### config.mk
export PLATFORM = sky130hd
export DESIGN_NAME = addsub_result_fifo
export DESIGN_NICKNAME = d
export VERILOG_FILES = /design/src/rtl/addsub_pkg.sv /design/src/rtl/addsub_result_fifo_sat_counter.sv /design/src/rtl/addsub_result_fifo.sv
export SDC_FILE = /design/constraint.sdc
export NUM_CORES = 1
export LEC_CHECK = 0
export CORE_UTILIZATION = 40
export DETAILED_ROUTE_END_ITERATION = 16
export GPL_TIMING_DRIVEN = 0
export PLACE_DENSITY = 0.67
export SETUP_SLACK_MARGIN = 0.1
export SLEW_MARGIN = 10
export SYNTH_ARGS = -nofsm -noshare
export SYNTH_HDL_FRONTEND = slang
export SYNTH_HIERARCHICAL = 1
export SYNTH_SLANG_ARGS = --single-unit
### constraint.sdc
create_clock -name clk -period 2.9 [get_ports clk]
set_input_delay 0.87 -clock clk [delete_from_list [all_inputs] [get_ports clk]]
set_output_delay 0.87 -clock clk [all_outputs]
set_load 0.1 [all_outputs]
### src/rtl/addsub_pkg.sv
// ---------------------------------------------------------------------------
// addsub_pkg
// Shared constants and types for the adder/subtractor result path.
//   DEFAULT_DATA_WIDTH : width of an arithmetic result
//   DEFAULT_FIFO_DEPTH : default number of buffered results
//   entry_t            : one buffered result, {of_uf, result}
// ---------------------------------------------------------------------------
package addsub_pkg;

    localparam int DEFAULT_DATA_WIDTH = 8;
    localparam int DEFAULT_FIFO_DEPTH = 4;

    // of_uf sits in the MSB so a packed entry reads naturally as {flag, value}.
    typedef struct packed {
        logic                          of_uf;
        logic [DEFAULT_DATA_WIDTH-1:0] result;
    } entry_t;

endpackage

### src/rtl/addsub_result_fifo_sat_counter.sv
// ---------------------------------------------------------------------------
// sat_counter
// Up-counter that sticks at its all-ones value instead of wrapping.
//   clk   : rising-edge clock
//   rst_n : asynchronous active-low reset, clears the count
//   inc   : count one event this cycle
//   clr   : synchronous clear; clr together with inc leaves the count at 1
//   count : current value, 0 .. 2^WIDTH-1
// ---------------------------------------------------------------------------
module sat_counter #(
    parameter int WIDTH = 8
) (
    input  logic             clk,
    input  logic             rst_n,
    input  logic             inc,
    input  logic             clr,
    output logic [WIDTH-1:0] count
);

    localparam logic [WIDTH-1:0] MAX_VAL = '1;

    logic [WIDTH-1:0] r_count;

    // A clear never swallows an event arriving on the same edge, so the
    // clear branch restarts at 1 when inc is also high.
    always_ff @(posedge clk or negedge rst_n) begin
        if (!rst_n) begin
            r_count <= '0;
        end else if (clr) begin
            r_count <= inc ? WIDTH'(1) : '0;
        end else if (inc && (r_count != MAX_VAL)) begin
            r_count <= r_count + WIDTH'(1);
        end
    end

    assign count = r_count;

endmodule

### src/rtl/addsub_result_fifo.sv
// ---------------------------------------------------------------------------
// addsub_result_fifo
// Buffers {of_uf, result} pairs from the combinational adder/subtractor and
// hands them to a consumer over valid/ready, while keeping overflow/underflow
// statistics.
//   clk, rst_n                : clock, asynchronous active-low reset
//   in_valid/in_ready         : producer handshake (in_ready = !full)
//   in_result, in_of_uf       : pair to store
//   out_valid/out_ready       : consumer handshake (out_valid = !empty)
//   out_result, out_of_uf     : head entry, read combinationally
//   count                     : occupancy 0..DEPTH
//   of_uf_count, of_uf_sticky : statistics over accepted pushes
//   clear_stats               : synchronous clear of the statistics
// DATA_WIDTH must equal addsub_pkg::DEFAULT_DATA_WIDTH because the stored
// entry type is sized from the package.
// ---------------------------------------------------------------------------
module addsub_result_fifo
    import addsub_pkg::*;
#(
    parameter int DATA_WIDTH = DEFAULT_DATA_WIDTH,
    parameter int DEPTH      = DEFAULT_FIFO_DEPTH,
    parameter int CNT_WIDTH  = 8
) (
    input  logic                       clk,
    input  logic                       rst_n,
    input  logic                       in_valid,
    output logic                       in_ready,
    input  logic [DATA_WIDTH-1:0]      in_result,
    input  logic                       in_of_uf,
    output logic                       out_valid,
    input  logic                       out_ready,
    output logic [DATA_WIDTH-1:0]      out_result,
    output logic                       out_of_uf,
    output logic [$clog2(DEPTH):0]     count,
    output logic [CNT_WIDTH-1:0]       of_uf_count,
    output logic                       of_uf_sticky,
    input  logic                       clear_stats
);

    localparam int PTR_W = $clog2(DEPTH);
    localparam int CNT_W = PTR_W + 1;

    entry_t             r_mem [DEPTH];
    logic [PTR_W-1:0]   r_wrPtr;
    logic [PTR_W-1:0]   r_rdPtr;
    logic [CNT_W-1:0]   r_count;
    logic               r_sticky;

    logic               w_inReady;
    logic               w_outValid;
    logic               w_push;
    logic               w_pop;
    logic               w_ofUfEvent;
    entry_t             w_head;

    // Handshake flags come only from the registered occupancy, so out_ready
    // never reaches in_ready combinationally and a full FIFO refuses a push
    // even while it is being popped.
    assign w_inReady   = (r_count != CNT_W'(DEPTH));
    assign w_outValid  = (r_count != '0);
    assign w_push      = in_valid && w_inReady;
    assign w_pop       = w_outValid && out_ready;
    assign w_ofUfEvent = w_push && in_of_uf;

    // Storage is cleared on reset so the empty FIFO presents zeros.
    always_ff @(posedge clk or negedge rst_n) begin
        if (!rst_n) begin
            for (int i = 0; i < DEPTH; i++) begin
                r_mem[i] <= '0;
            end
        end else if (w_push) begin
            r_mem[r_wrPtr] <= '{of_uf: in_of_uf, result: in_result};
        end
    end

    // DEPTH is a power of two, so pointers wrap by natural overflow.
    always_ff @(posedge clk or negedge rst_n) begin
        if (!rst_n) begin
            r_wrPtr <= '0;
            r_rdPtr <= '0;
            r_count <= '0;
        end else begin
            if (w_push) begin
                r_wrPtr <= r_wrPtr + PTR_W'(1);
            end
            if (w_pop) begin
                r_rdPtr <= r_rdPtr + PTR_W'(1);
            end
            case ({w_push, w_pop})
                2'b10:   r_count <= r_count + CNT_W'(1);
                2'b01:   r_count <= r_count - CNT_W'(1);
                default: r_count <= r_count;
            endcase
        end
    end

    // Sticky flag: a clear on the same edge as a new event keeps the event.
    always_ff @(posedge clk or negedge rst_n) begin
        if (!rst_n) begin
            r_sticky <= 1'b0;
        end else if (clear_stats) begin
            r_sticky <= w_ofUfEvent;
        end else if (w_ofUfEvent) begin
            r_sticky <= 1'b1;
        end
    end

    sat_counter #(
        .WIDTH (CNT_WIDTH)
    ) u_ofUfCounter (
        .clk   (clk),
        .rst_n (rst_n),
        .inc   (w_ofUfEvent),
        .clr   (clear_stats),
        .count (of_uf_count)
    );

    assign w_head       = r_mem[r_rdPtr];
    assign in_ready     = w_inReady;
    assign out_valid    = w_outValid;
    assign out_result   = w_head.result;
    assign out_of_uf    = w_head.of_uf;
    assign count        = r_count;
    assign of_uf_sticky = r_sticky;

endmodule

== Word level (Yosys, flattened, before mapping) ==
Index checks and enable logic that the tools add are counted.

* Input port bits: 14
* Logic and storage cells: 48
* Output and inout bits: 23
* Register bits after elaboration: 52

* $lt $le $gt $ge: 3
* $add $sub $neg: 5
* Bitwise gates (word level): 2
* Muxes and demuxes: 12
* Equal/unequal tests: 4
* Reductions and logical operators: 9

{| class="wikitable"
|+ Operators by type and width
! kind !! count
|-
| $bwmux 36 || 1
|-
| $mux 9 || 3
|-
| $bmux 9 s2 || 1
|-
| $demux 9 s2 || 1
|-
| $mux 8 || 2
|-
| $add 8x1->8 const B || 1
|-
| $ne 8x8->1 const B || 1
|-
| $ge 3x3->1 const B || 2
|-
| $not 2->3 || 2
|-
| $pmux 3 s2 || 1
|-
| $reduce_bool 2->1 || 3
|-
| $logic_and 1x1->1 || 5
|-
| $add 2x1->2 const B || 2
|-
| $add 3x1->3 const B || 1
|-
| $lt 3x1->1 const B || 1
|-
| $mux 1 || 3
|-
| $ne 3x3->1 const B || 1
|-
| $reduce_bool 3->1 || 1
|-
| $sub 3x1->3 const B || 1
|-
| $eq 2x1->1 const B || 1
|-
| $eq 2x2->1 const B || 1
|}

== Longest topological paths before layout ==
* Word-level depth: 6
* Mapped depth: 9
* Mapped depth without buffers: 9

== Cells and area by module ==
The synthesis kept the hierarchy.

{| class="wikitable"
|+ By module, submodules not included
! module !! area each (sq um) !! cells each !! sequential area each (sq um) !! times used
|-
| addsub_result_fifo || 2005.7 || 129 || 1101.1 || 1
|-
| sat_counter || 473.0 || 47 || 200.2 || 1
|}

== Worst setup path before layout ==
No wires, ideal clock.

* Path type: reg-to-output
* Start: register count[2] (netlist name)
* End: output in_ready
* Arrival time: 1.973 ns
* Path slack: 0.057 ns
* Required time: 2.030 ns
* Buffers on the path: 0
* Cell stages (with the launch flop): 3
* Cells stage by stage: dfrtp_1 > nor3b_2 > inv_1

{| class="wikitable"
|+ RTL lines
! what !! RTL line !! RTL
|-
| to (decl) || addsub_result_fifo.sv:27 || <nowiki>output logic in_ready,</nowiki>
|}

== Worst setup path in the final report ==
* Start: register u_ofUfCounter.r_count[2] (netlist: u_ofUfCounter/count[2])
* End: output of_uf_count[2]

{| class="wikitable"
|+ RTL lines
! what !! RTL line !! RTL
|-
| from (decl) || addsub_result_fifo_sat_counter.sv:22 || <nowiki>logic [WIDTH-1:0] r_count;</nowiki>
|-
| from (signal assigned) || addsub_result_fifo_sat_counter.sv:30 || <nowiki>r_count <= inc ? WIDTH'(1) : '0;</nowiki>
|-
| from (signal assigned) || addsub_result_fifo_sat_counter.sv:32 || <nowiki>r_count <= r_count + WIDTH'(1);</nowiki>
|-
| to (decl) || addsub_result_fifo.sv:35 || <nowiki>output logic [CNT_WIDTH-1:0] of_uf_count,</nowiki>
|}

No word-level cell between the ends.

==> metrics <==
outcome finished, final reports clean; final slew viol count 0; die area 6516 um2; met1 WL 2135 um; final WL 4521 um; Max-Slew Margin vs Limit 35.25%; actual slew at the worst max-slew pin 968.3 ps; clk_skew 9.250 ps; first-pass GRT wire length 7527 um; slowest CP cell clkdlybuf4s50_1; clk sinks 52; Avg Inst Size Synth 14.08 um2; Final Hold Viols 0; CP endpoint kind output port; Final min period 2727 ps; commonest non-fill, non-tap cells in the layout 51 x dfrtp_1, 37 x mux2_2, 17 x clkdlybuf4s50_1; syn nets 197; GR Util All Layers 15.52%; via/cell ratio 5.115; flops & latches, synth 52; initial antenna violation count 0; routability cong. 0.7237; core area 5956 um2; YS warnings 6; top cell family by delay on the critical path buffers and inverters; Post-Synthesis Cells 176; Min Hold Slack 509.7 ps; post-synthesis sequential area ratio 52.50%; CTS buffer count 5; Post-synth EDFFs 0; crit path cell chain clkdlybuf4s50_1; final setup fails 0; Die H 80.72 um; I/O pins 37; DR top layer met4; Max Cap Viol 0; layout cells sized above 1 37.73%; final net count 240; Clock Latency Late Sink 300 ps; critical path required time 2030 ps; post-route ant nets 0; DP HPWL 3063 um; area grow syn2layout 22.61%; non-filler instance count after layout 295; DR WL met3 186 um; H-tree levels 2; Netlist cell types 41; Fmax 0.3668 GHz; Placed Cells 288; # hold bufs at CTS 0; most common cell after layout, fill and taps aside dfrtp_1; ys async rst share 100.0%; clk buf depth 2; TritonCTS clock tree built; CP max FO 5; Die Width 80.72 um; Worst Path Arrival 1860 ps; Clock transition at path regs 100 ps; starting density of the core 41.62%; Hold WC Path Type primary input to async pin; # fillers 539; RSZ-0062 raised after global routing false; Port Buffers 36; Critical Path Max Stage Delay 1150 ps; CP startpoint kind flop; Root Buffer clkbuf_8; vias 1509; drt drc 0; pin count of the biggest net entering global routing 34; router iterations before antenna repair 4; Final Cycle Share 94.02%; Worst Path Buf+Inv 1; Post-Syn Area 2479 um2; vias in the first global route 1563; Antenna diodes 0; Post-synth top flop dfrtp_1; Initial DRC Count 54; Routed wire per std cell 15.33 um; row cnt 28; met2 wire len 2160 um; Setup CP Type flop to output port; grt total ovfl 0
sequential cells by signal, indices dropped and copies added, names as in the netlist:
name	flops
of_uf_sticky	1
count	3
r_mem	36
r_rdPtr	2
u_ofUfCounter/count	8
r_wrPtr	2
synthesized netlist by cell type (2+ instances only):
cell / number / area, um2
dfrtp_1: 52 / 1301
a21oi_1: 5 / 25.02
mux4_2: 9 / 202.7
nand2_1: 8 / 30.03
ha_1: 6 / 75.07
xnor2_1: 3 / 26.28
o21ai_0: 2 / 10.01
nand2b_1: 4 / 25.02
or3_1: 2 / 12.51
xor2_1: 3 / 26.28
mux2i_1: 2 / 20.02
nor2_2: 4 / 25.02
clkbuf_1: 2 / 7.510
inv_1: 10 / 37.54
and3_1: 2 / 12.51
mux2_2: 37 / 416.7
metrics by stage:
stage | TNS [ps] | utilization, % | instance area [um2] | setup slack (ps)
finish | 0 | 51.03 | 3039 | 173.4
global route | 0 | 51.03 | 3039 | 105.7
CTS | -74.55 | 50.86 | 3029 | -74.55
detailed placement | -2463 | 49.52 | 2949 | -285.6
global placement | -34740 | 49.26 | 2934 | -821.1
floorplan | 0 | - | 2480 | 175.6
kinds of logic after synthesis:
group	count (synthesis)	synth area share, %
flops	52	52.50
compound gates	17	5.250
mux	48	25.79
buf+inv	14	2.322
xor+xnor	6	2.121
simple gates	32	8.177
fa+ha+maj	7	3.836
path summary, 6_finish.rpt:
check                      cells past startpoint  slack (ps)              to                   start
setup / recovery                               1         170  of_uf_count[2]  u_ofUfCounter/count[2]
max in group asynchronous                      2        1820        count[2]                   rst_n
setup reg to reg                               9         710        count[2]                count[1]
hold / removal                                 1         510       r_mem[31]                   rst_n
hold reg to reg                                1         510       r_mem[13]               r_mem[13]
min in group clk                               1         510       r_mem[13]               r_mem[13]
metal layers:
| metal | vias to the layer above | GRT usage [%] |
|---|---|---|
| met5 | - | 0 |
| met4 | 0 | 4.286 |
| met3 | 5 | 3.523 |
| met2 | 32 | 27.29 |
| met1 | 748 | 19.04 |
| li1 | 724 | - |
final cells by class:
class                           count  area, um2  area share [%]
Tap cell                           75      93.84           3.088
Clock buffer                        6      82.58           2.717
Clock inverter                      2      38.79           1.276
Sequential cell                    52       1303           42.86
Inverter                           10      37.54           1.235
Multi-Input combinational cell    110       1126           37.05
Timing Repair Buffer               37      339.1           11.16
Buffer                              3      18.77          0.6175
timing repair:
item | 4_1_cts | 5_1_grt
hold endpoints to repair | 0 | 0
resized for setup | 49 | 7
setup buffers | 0 | 0
endpoints found under the setup margin | 15 | 12
pin swaps | 0 | 0
Power is not shown: default switching activity piles up to over one toggle a cycle in this logic, so the estimate is an artifact.
